--- src/rtl/router_sync.sv ---
// Router synchronizer: latches the header address, steers FIFO write enables and the
// full flag, and pulses a per-FIFO soft reset when an output port stops reading.

module router_sync_tmr #(
   parameter int TIMEOUT = 30
) (
   input  logic clock,
   input  logic resetn,
   input  logic vld,
   input  logic rd,
   output logic soft_reset
);
   logic [4:0] cnt;

   always_ff @(posedge clock) begin
      if (!resetn) begin
         cnt        <= '0;
         soft_reset <= 1'b0;
      end else if (!vld || rd) begin
         cnt        <= '0;
         soft_reset <= 1'b0;
      end else if (cnt == 5'(TIMEOUT - 1)) begin
         // wrap so the pulse repeats every TIMEOUT idle cycles
         cnt        <= '0;
         soft_reset <= 1'b1;
      end else begin
         cnt        <= cnt + 5'd1;
         soft_reset <= 1'b0;
      end
   end
endmodule

module router_sync #(
   parameter int TIMEOUT = 30
) (
   input  logic       detect_add,
   input  logic [1:0] data_in,
   input  logic       write_enb_reg,
   input  logic       clock,
   input  logic       resetn,
   input  logic       read_enb_0,
   input  logic       read_enb_1,
   input  logic       read_enb_2,
   input  logic       empty_0,
   input  logic       empty_1,
   input  logic       empty_2,
   input  logic       full_0,
   input  logic       full_1,
   input  logic       full_2,
   output logic       vld_out_0,
   output logic       vld_out_1,
   output logic       vld_out_2,
   output logic [2:0] write_enb,
   output logic       fifo_full,
   output logic       soft_reset_0,
   output logic       soft_reset_1,
   output logic       soft_reset_2
);
   localparam int NUM_LANES = 3;

   logic [1:0]           addr;
   logic [NUM_LANES-1:0] vld, rd, full, srst;

   assign vld  = ~{empty_2, empty_1, empty_0};
   assign rd   = {read_enb_2, read_enb_1, read_enb_0};
   assign full = {full_2, full_1, full_0};

   assign {vld_out_2, vld_out_1, vld_out_0}          = vld;
   assign {soft_reset_2, soft_reset_1, soft_reset_0} = srst;

   always_ff @(posedge clock) begin
      if (!resetn)         addr <= 2'b00;
      else if (detect_add) addr <= data_in;
   end

   // addr 11 is not a port: no write, never report full
   always_comb begin
      write_enb = '0;
      fifo_full = 1'b0;
      if (addr != 2'b11) begin
         write_enb[addr] = write_enb_reg;
         fifo_full       = full[addr];
      end
   end

   for (genvar i = 0; i < NUM_LANES; i++) begin : g_lane
      router_sync_tmr #(.TIMEOUT(TIMEOUT)) u_tmr (
         .clock      (clock),
         .resetn     (resetn),
         .vld        (vld[i]),
         .rd         (rd[i]),
         .soft_reset (srst[i])
      );
   end
endmodule

--- config.mk ---
export PLATFORM = sky130hd
export DESIGN_NAME = router_sync
export DESIGN_NICKNAME = d
export VERILOG_FILES = /design/src/rtl/router_sync.sv
export SDC_FILE = /design/constraint.sdc
export NUM_CORES = 1
export LEC_CHECK = 0
export CORE_UTILIZATION = 48
export CTS_CLUSTER_SIZE = 30
export DETAILED_ROUTE_END_ITERATION = 10
export GPL_ROUTABILITY_DRIVEN = 0
export PLACE_DENSITY_LB_ADDON = 0.3
export SYNTH_ARGS = -nofsm -noshare
export SYNTH_HDL_FRONTEND = slang
export SYNTH_HIERARCHICAL = 1
export SYNTH_SLANG_ARGS = --single-unit
--- constraint.sdc ---
create_clock -name clock -period 1.9 [get_ports clock]
set_input_delay 0.38 -clock clock [delete_from_list [all_inputs] [get_ports clock]]
set_output_delay 0.38 -clock clock [all_outputs]
set_load 0.02 [all_outputs]
==> summary by stage, run 1 <==
Hold path
The cell count of the worst hold path is 1. The worst min-delay path category is reg2reg.

Power
For this design the static power due to leakage is 0.483 nW. The worst-case vdd ir drop is 0.000752 V. Dividing total power by cell area gives a power density of 749 nW/um^2.

Clocking
TritonCTS built the clock tree. CTS placed an instance of clkbuf_4 at the clock tree root. The clock reaches the later pin of the worst-skew pair after 0.30 ns. CTS built an H-tree with a depth of 1. The post-CTS clock slew at the launch and capture registers of the worst setup and hold paths is 0.11 ns. The CTS buffer count is 3. The CTS sink count is 20. The longest clock path from root to sink contains 2 buffers.

Critical path
The signal arrival time at the worst endpoint is 1.46 ns. STA puts the critical path data required time at 1.52 ns. The category of the worst setup path launch point is an input pin. The type of destination of the critical path is a primary output. The cell count of the worst reg-to-reg path is 5. By startpoint and endpoint, the worst setup path is classified as in2out. The largest driver fanout on the critical path is 2.

Layout
The number of standard cells in the final layout excluding fillers is between 100 and 150. Once layout is complete, the utilization of the core stands at 72.9%. In the layout the commonest cells are dfxtp_1, clkdlybuf4s50_1, nor2_1. The share of final-layout standard cells stronger than drive strength 1 is slightly below 10%. The count of antenna diodes in the layout is 0. The area overhead of the layout relative to synthesis is 36.6%. The number of nets in the layout is 135.

STA
After layout, the minimum clock period comes to 1.84 ns. The post-route clock period utilization is 96.7%. The highest achievable clock rate is about 0.54 GHz.

The worst slew slack as a fraction of its limit is 85.2%. The number of hold-slack violations in the final timing report came to 0. The final number of max-transition violations is 0. Setup violations remaining at the end of the flow were counted as 0. The slew at the pin with the worst max-slew slack is 0.221 ns. Setup repair after global routing left no endpoint under its margin. The final worst clock skew is 0.00235 ns.

Routing
The detailed-router iteration count before antenna repair is 9. The starting DRC count in detailed routing is 22. The vias after detailed routing is 653. Dividing the detail-routed wire length by the instance count gives 11.9 um.

The detail route stage leaves a number of antenna-violating nets equal to 0. After detailed routing, the total wire length is about 1500 um. In the routed layout, each cell is associated on average with a via count of 5.06. The DRC violations left is 3.

Floorplan
The die area is 1920 um^2. For this configuration, the core starts out at a cell density of a little over half. From left edge to right edge, the die measures between 40 and 50 um.

The I/O pin total is 25. The floorplan step set the die height to 43.9 um. The site row count is 14. In this run the standard cell core region covers 1580 um^2.

Global route
The wire length of the first global-routing pass is 2750 um. The via count of the first global-routing pass was around 650. The global routing usage summed across all routing layers is about a fifth. Entering global routing, the biggest net connects 13 pins. The number of antenna violations at the first check in global routing was 0. Summed over all layers, the global routing overflow is 0.

Placement
During placement, the flow inserted port buffers numbering 24. The number of placed instances, taps included is 125. The HPWL after detailed placement is 1170 um.

Flow run
Max-cap violations in this run came to 0.

Yosys
The distinct cell type count after synthesis is 17. The number of nets in the synthesized netlist is 106. The number of register bits inferred by synthesis is 20. The mapped netlist covers roughly 840 um^2. Yosys printed 6 warnings. The per-instance average area after synthesis is between 9 and 10 um^2. After technology mapping, the gate count stands at 85. Of the synthesized area, sequential elements account for 47.6%.

Outcome
The final reports fail on DRC. The flow ran to the end, but the final reports show violations.
timing repair:
| action | 4_1_cts | 5_1_grt |
|---|---|---|
| buffers inserted | 0 | 0 |
| hold buffers | 0 | 0 |
| setup endpoints to repair | 4 | 0 |
| gates resized for setup | 4 | 0 |
flip-flops by register name, summed over array words and instances (netlist names):
signal and count:
addr 2, g_lane.u_tmr/soft_reset 3, g_lane.u_tmr/cnt 15
critical path, stage by stage:
cell and delay, ns:
clkdlybuf4s50_1 0.40, inv_1 0.07, clkdlybuf4s50_1 0.61
path summary, 6_finish.rpt:
path	startpoint	end	slack, ns
setup / recovery	empty_1	vld_out_1	0.06
hold / removal	g_lane[1].u_tmr/cnt[0]$_SDFF_PP0_	g_lane[1].u_tmr/cnt[0]$_SDFF_PP0_	0.48
setup reg to reg	g_lane[2].u_tmr/cnt[1]$_SDFF_PP0_	g_lane[2].u_tmr/cnt[3]$_SDFF_PP0_	0.57
hold reg to reg	g_lane[1].u_tmr/cnt[0]$_SDFF_PP0_	g_lane[1].u_tmr/cnt[0]$_SDFF_PP0_	0.48
stage by stage:
step	cell area [um^2]	hold slack (ns)	total power [mW]	setup TNS, ns	setup slack [ns]
2_1_floorplan	841	0.434	0.476	0	0.619
3_3_place_gp	1100	0.445	0.528	-0.420	-0.136
3_5_place_dp	1100	0.461	0.530	-0.472	-0.148
4_1_cts	1150	0.488	0.863	0	0.0517
5_1_grt	1150	0.522	0.892	0	0.0177
6_report	1150	0.478	0.860	0	0.0619
area by class of cell:
cell class                 instances  area (um^2)
timing repair buffer              24          235
tap                               16         20.0
inverter                           6         22.5
multi-input combinational         59          418
clock buffer                       3         22.5
sequential                        20          400
clock inverter                     1         30.0
fill                             110          428
Yosys cell counts:
master    count  share of area, %
nor3_1        3               1.8
inv_1         6               2.7
or3b_4        3               4.0
mux2i_1       3               3.6
o21ai_1       1              0.59
nand3b_1      1              0.89
xnor2_1       3               3.1
xor2_1        6               6.2
nor2_1       16               7.1
nor2b_1       2               1.5
nor3b_1       1              0.89
nand2_1       4               1.8
and3b_2       1               1.2
ha_1          6               8.9
nand4_2       3               4.5
nand3_1       6               3.6
dfxtp_1      20                48
power breakdown:
group / total [mW] / internal, mW / switching [mW]
combinational: 0.0844 / 0.0500 / 0.0344
clock: 0.344 / 0.213 / 0.131
sequential: 0.432 / 0.425 / 0.00692
cells by family (layout without fill, tap and decap cells):
group                      Yosys count  in the layout  share of synthesized area, %
and+or+nand+nor                     40             40                          27.2
DFF                                 20             20                          47.6
xor gates and xnor gates             9              9                          9.38
adders and majority gates            6              6                          8.93
buffers and inverters                6             34                          2.68
muxes                                3              3                          3.57
AOI/OAI and AO/OA                    1              1                         0.595
routing by layer:
layer / vias up / share of wire [%] / GRT usage (%)
li1: 333 / - / -
met1: 283 / 43 / 22.6
met2: 33 / 45 / 33.7
met3: 4 / 10 / 5.00
met4: 0 / 1.2 / 7.27
met5: - / 0 / 0
Note: power is estimated with default switching activity, not from simulation.
==> run 2, diff against run 1 <==
--- a/config.mk
+++ b/config.mk
@@ -7,3 +7,3 @@
 export LEC_CHECK = 0
-export CORE_UTILIZATION = 48
+export CORE_UTILIZATION = 35
 export CTS_CLUSTER_SIZE = 30
==> constraint.sdc (replaced) <==
create_clock -name clock -period 1.9 [get_ports clock]
set_input_delay 0.475 -clock clock [delete_from_list [all_inputs] [get_ports clock]]
set_output_delay 0.475 -clock clock [all_outputs]
set_load 0.02 [all_outputs]
==> run 2 against run 1 <==
Effect of this change: the flow now finishes without violations; first-iteration DRC count decreased by 82%; sequential share of layout area down 0.23 points; combinational power is 0.6% higher; non-clock buffer count is 3 higher; total power is 11% lower; setup slack improved by 0.056 ns.
==> summary by stage, run 2 (synthesized netlist as in run 1, its figures left out) <==
Global route
The aggregate global routing overflow is 0 (unchanged). The wire length of the first global-routing pass is 2470 um (was 2750 um). The maximum number of pins on one net before global-route repair is 12 (was 13).

The global routing usage summed across all routing layers is 13.1% (was 19.3%). The number of antenna violations at the first check in global routing was 0 (unchanged). The via count of the first global-routing pass came to 604 (was 651).

Clocking
The CTS buffer count was 3 (unchanged). The cell at the root of the clock tree is clkbuf_4 (unchanged). The post-CTS clock slew at the launch and capture registers of the worst setup and hold paths is 0.11 ns (about the same).

The H-tree depth is 1 (unchanged). The maximum root-to-sink buffer count was 2 (unchanged). The clock tree from TritonCTS is built (unchanged). The CTS sink count is 20 (unchanged). The clock insertion delay at the later pin of the skew report is 0.30 ns (about the same). The number of setup buffers added after CTS came to 0 (unchanged).

Routing
The starting DRC count in detailed routing was 4 (was 22). The average detailed-routed wire length per instance is 10.2 um (was 11.9 um). The wire length the detailed router placed on met1 is 636 um (was 662 um).

The top layer used by detailed routing was met4 (unchanged). The number of antenna-violating nets in the routed design came to 0 (unchanged). The number of vias per cell after detailed routing is 4.51 (was 5.06). The DRC violations left is 0 (was 3). The detailed-router iteration count before antenna repair is 4 (was 9). The total routed wirelength is 1470 um (was 1540 um). The vias after detailed routing is 649 (was 653).

The wire length on met2 was 665 um (was 699 um). The total length of routed met3 wires was 130 um (was 157 um).

Power
The worst-case vdd ir drop came to 0.000307 V (was 0.000752 V). The leakage component of the power came to 0.488 nW (was 0.483 nW). The power per cell area is 659 nW/um^2 (was 749 nW/um^2). The total power of the final layout is 0.762 mW (was 0.860 mW).

STA
The time the final worst path needs with I/O delays and setup came to 1.78 ns (was 1.84 ns). Setup repair after global routing missed its margin: false (unchanged). The post-route clock period utilization is 93.8% (was 96.7%). The final number of max-transition violations is 0 (unchanged). The setup-violating endpoint count in the final report is 0 (unchanged).

The final worst clock skew came to 0.00220 ns (was 0.00235 ns). The least setup slack across all paths after layout is 0.118 ns (was 0.0619 ns). The number of hold-slack violations in the final timing report is 0 (unchanged).

The worst slew slack as a fraction of its limit is 85.0% (was 85.2%). The highest achievable clock rate is 0.561 GHz (was 0.544 GHz). The slew at the pin with the worst max-slew slack is 0.225 ns (was 0.221 ns).

Critical path
Crit-path cells: clkdlybuf4s50_1 -> nor3b_2 -> buf_2 (was clkdlybuf4s50_1 -> inv_1 -> clkdlybuf4s50_1). The category of the worst setup path launch point is an input pin (unchanged). The cell count of the worst reg-to-reg path came to 5 (unchanged).

The type of destination of the critical path is a primary output (unchanged). The signal arrival time at the worst endpoint is 1.31 ns (was 1.46 ns). The slowest library cell on the worst path is clkdlybuf4s50_1 (unchanged). The critical register-to-register path endpoint is g_lane[1].u_tmr/cnt[0]$_SDFF_PP0_ (was g_lane[2].u_tmr/cnt[3]$_SDFF_PP0_). The required time of the worst setup path is 1.42 ns (was 1.52 ns). The largest driver fanout on the critical path is 3 (was 2). The reg-to-reg setup timing slack came to 0.60 ns (was 0.57 ns).

The critical path's largest stage delay is 0.48 ns (was 0.61 ns). The launching point of the worst reg2reg path is g_lane[1].u_tmr/cnt[1]$_SDFF_PP0_ (was g_lane[2].u_tmr/cnt[1]$_SDFF_PP0_). The path type of the worst setup path is in2out (unchanged).

Layout
The count of antenna diodes in the layout is 0 (unchanged). The number of nets in the layout is 138 (was 135). The share of the core filled with cells was 51.8% (was 72.9%). The register name with the most flops is g_lane.u_tmr/cnt (unchanged). Largest registers: g_lane.u_tmr/cnt x15, g_lane.u_tmr/soft_reset x3, addr x2 (unchanged). The area overhead of the layout relative to synthesis is 37.5% (was 36.6%). The number of standard cells in the final layout excluding fillers is 144 (was 129).

The filler cell count in the final layout is 219 (was 110). The most common cell after layout, fill and taps aside is dfxtp_1. The share of final-layout standard cells stronger than drive strength 1 is 16.4% (was 9.73%). The footprint of the flip-flops and latches is 400 um^2 (unchanged).

Most used cells in the layout excluding fill and tap cells: dfxtp_1, clkdlybuf4s50_1, nor2_1 (unchanged). The flip-flop count of the largest register after layout is 15 (unchanged). The area of the multi-input gates came to 423 um^2 (was 418 um^2).

Outcome
Outcome: complete, no violations (was complete, but fails checks).

Flow run
The count of max-cap constraint violations is 0 (unchanged).

Hold path
The endpoint with the worst hold slack is g_lane[2].u_tmr/cnt[0]$_SDFF_PP0_ (was g_lane[1].u_tmr/cnt[0]$_SDFF_PP0_). The cell count of the worst hold path came to 1 (unchanged). The beginning of the worst hold path is g_lane[2].u_tmr/cnt[0]$_SDFF_PP0_ (was g_lane[1].u_tmr/cnt[0]$_SDFF_PP0_). The worst min-delay path category was reg2reg (unchanged).

Floorplan
The width of the die came to 51.0 um (was 43.9 um). The placeable core region came to 2230 um^2 (was 1580 um^2). The die height was 51.0 um (was 43.9 um). The site row count is 17 (was 14). The die area came to 2600 um^2 (was 1920 um^2). The I/O pin total is 25 (unchanged). The starting density of the core is 37.6% (was 53.3%).

Placement
The post-detailed-placement half-perimeter wirelength is 1170 um (about the same). The worst slack at placement is -0.369 ns (was -0.148 ns). The number of placed instances, taps included came to 140 (was 125).

The number of buffers inserted by port buffering was 24 (unchanged).
[run 2: changes by cell type in the layout (fill, tap and decap cells not counted), sizes merged]
cell           change
dlygate4sd2        -1
clkbuf             +4
clkdlybuf4s50      -3
buf                +4
bufinv             -1
[run 2: how the worst max path moves through the flow]
stage                              from            to  slack (ns)  depth (start not counted)
after global routing      write_enb_reg  write_enb[1]        0.07                          3
after detailed placement  write_enb_reg  write_enb[0]       -0.37                          3
after floorplan           write_enb_reg  write_enb[0]        0.43                          1
after CTS                 write_enb_reg  write_enb[1]      0.0005                          3
after global placement    write_enb_reg  write_enb[0]       -0.33                          3
final                     write_enb_reg  write_enb[0]        0.12                          3
[run 2: worst max-delay path, delay by kind of cell]
family | cells | cell delay (ns)
AND/OR/NAND/NOR | 1 | 0.16
buffers and inverters | 2 | 0.67
[run 2: power by group]
part	total (mW)	internal, mW	switching, mW
clock network	0.245	0.117	0.128
logic	0.0849	0.0503	0.0346
registers	0.433	0.425	0.00758
total	0.762	0.592	0.170
[run 2: area by class of cell]
| cell class | instances | share of cell area, % |
|---|---|---|
| multi-input combinational | 59 | 36.6 |
| sequential | 20 | 34.6 |
| timing repair buffer | 27 | 20.7 |
| clock buffer | 4 | 3.14 |
| tap | 28 | 3.03 |
| inverter | 6 | 1.95 |
[run 2: through the flow]
stage          hold WS [ns]  cell area (um^2)  TNS, ns
2_1_floorplan         0.434               841        0
3_3_place_gp          0.449              1140    -1.52
3_5_place_dp          0.463              1140    -1.57
4_1_cts               0.488              1160        0
5_1_grt               0.525              1160        0
6_report              0.485              1160        0
[run 2: timing repair]
action                     CTS  global route
hold buffers                 0             0
setup endpoints to repair    7             4
resized for setup           13             5
[run 2: per-layer routing]
metal	vias up	GRT usage (%)
li1	341	-
met1	285	14.4
met2	19	21.9
met3	4	3.87
met4	0	8.33
met5	-	0
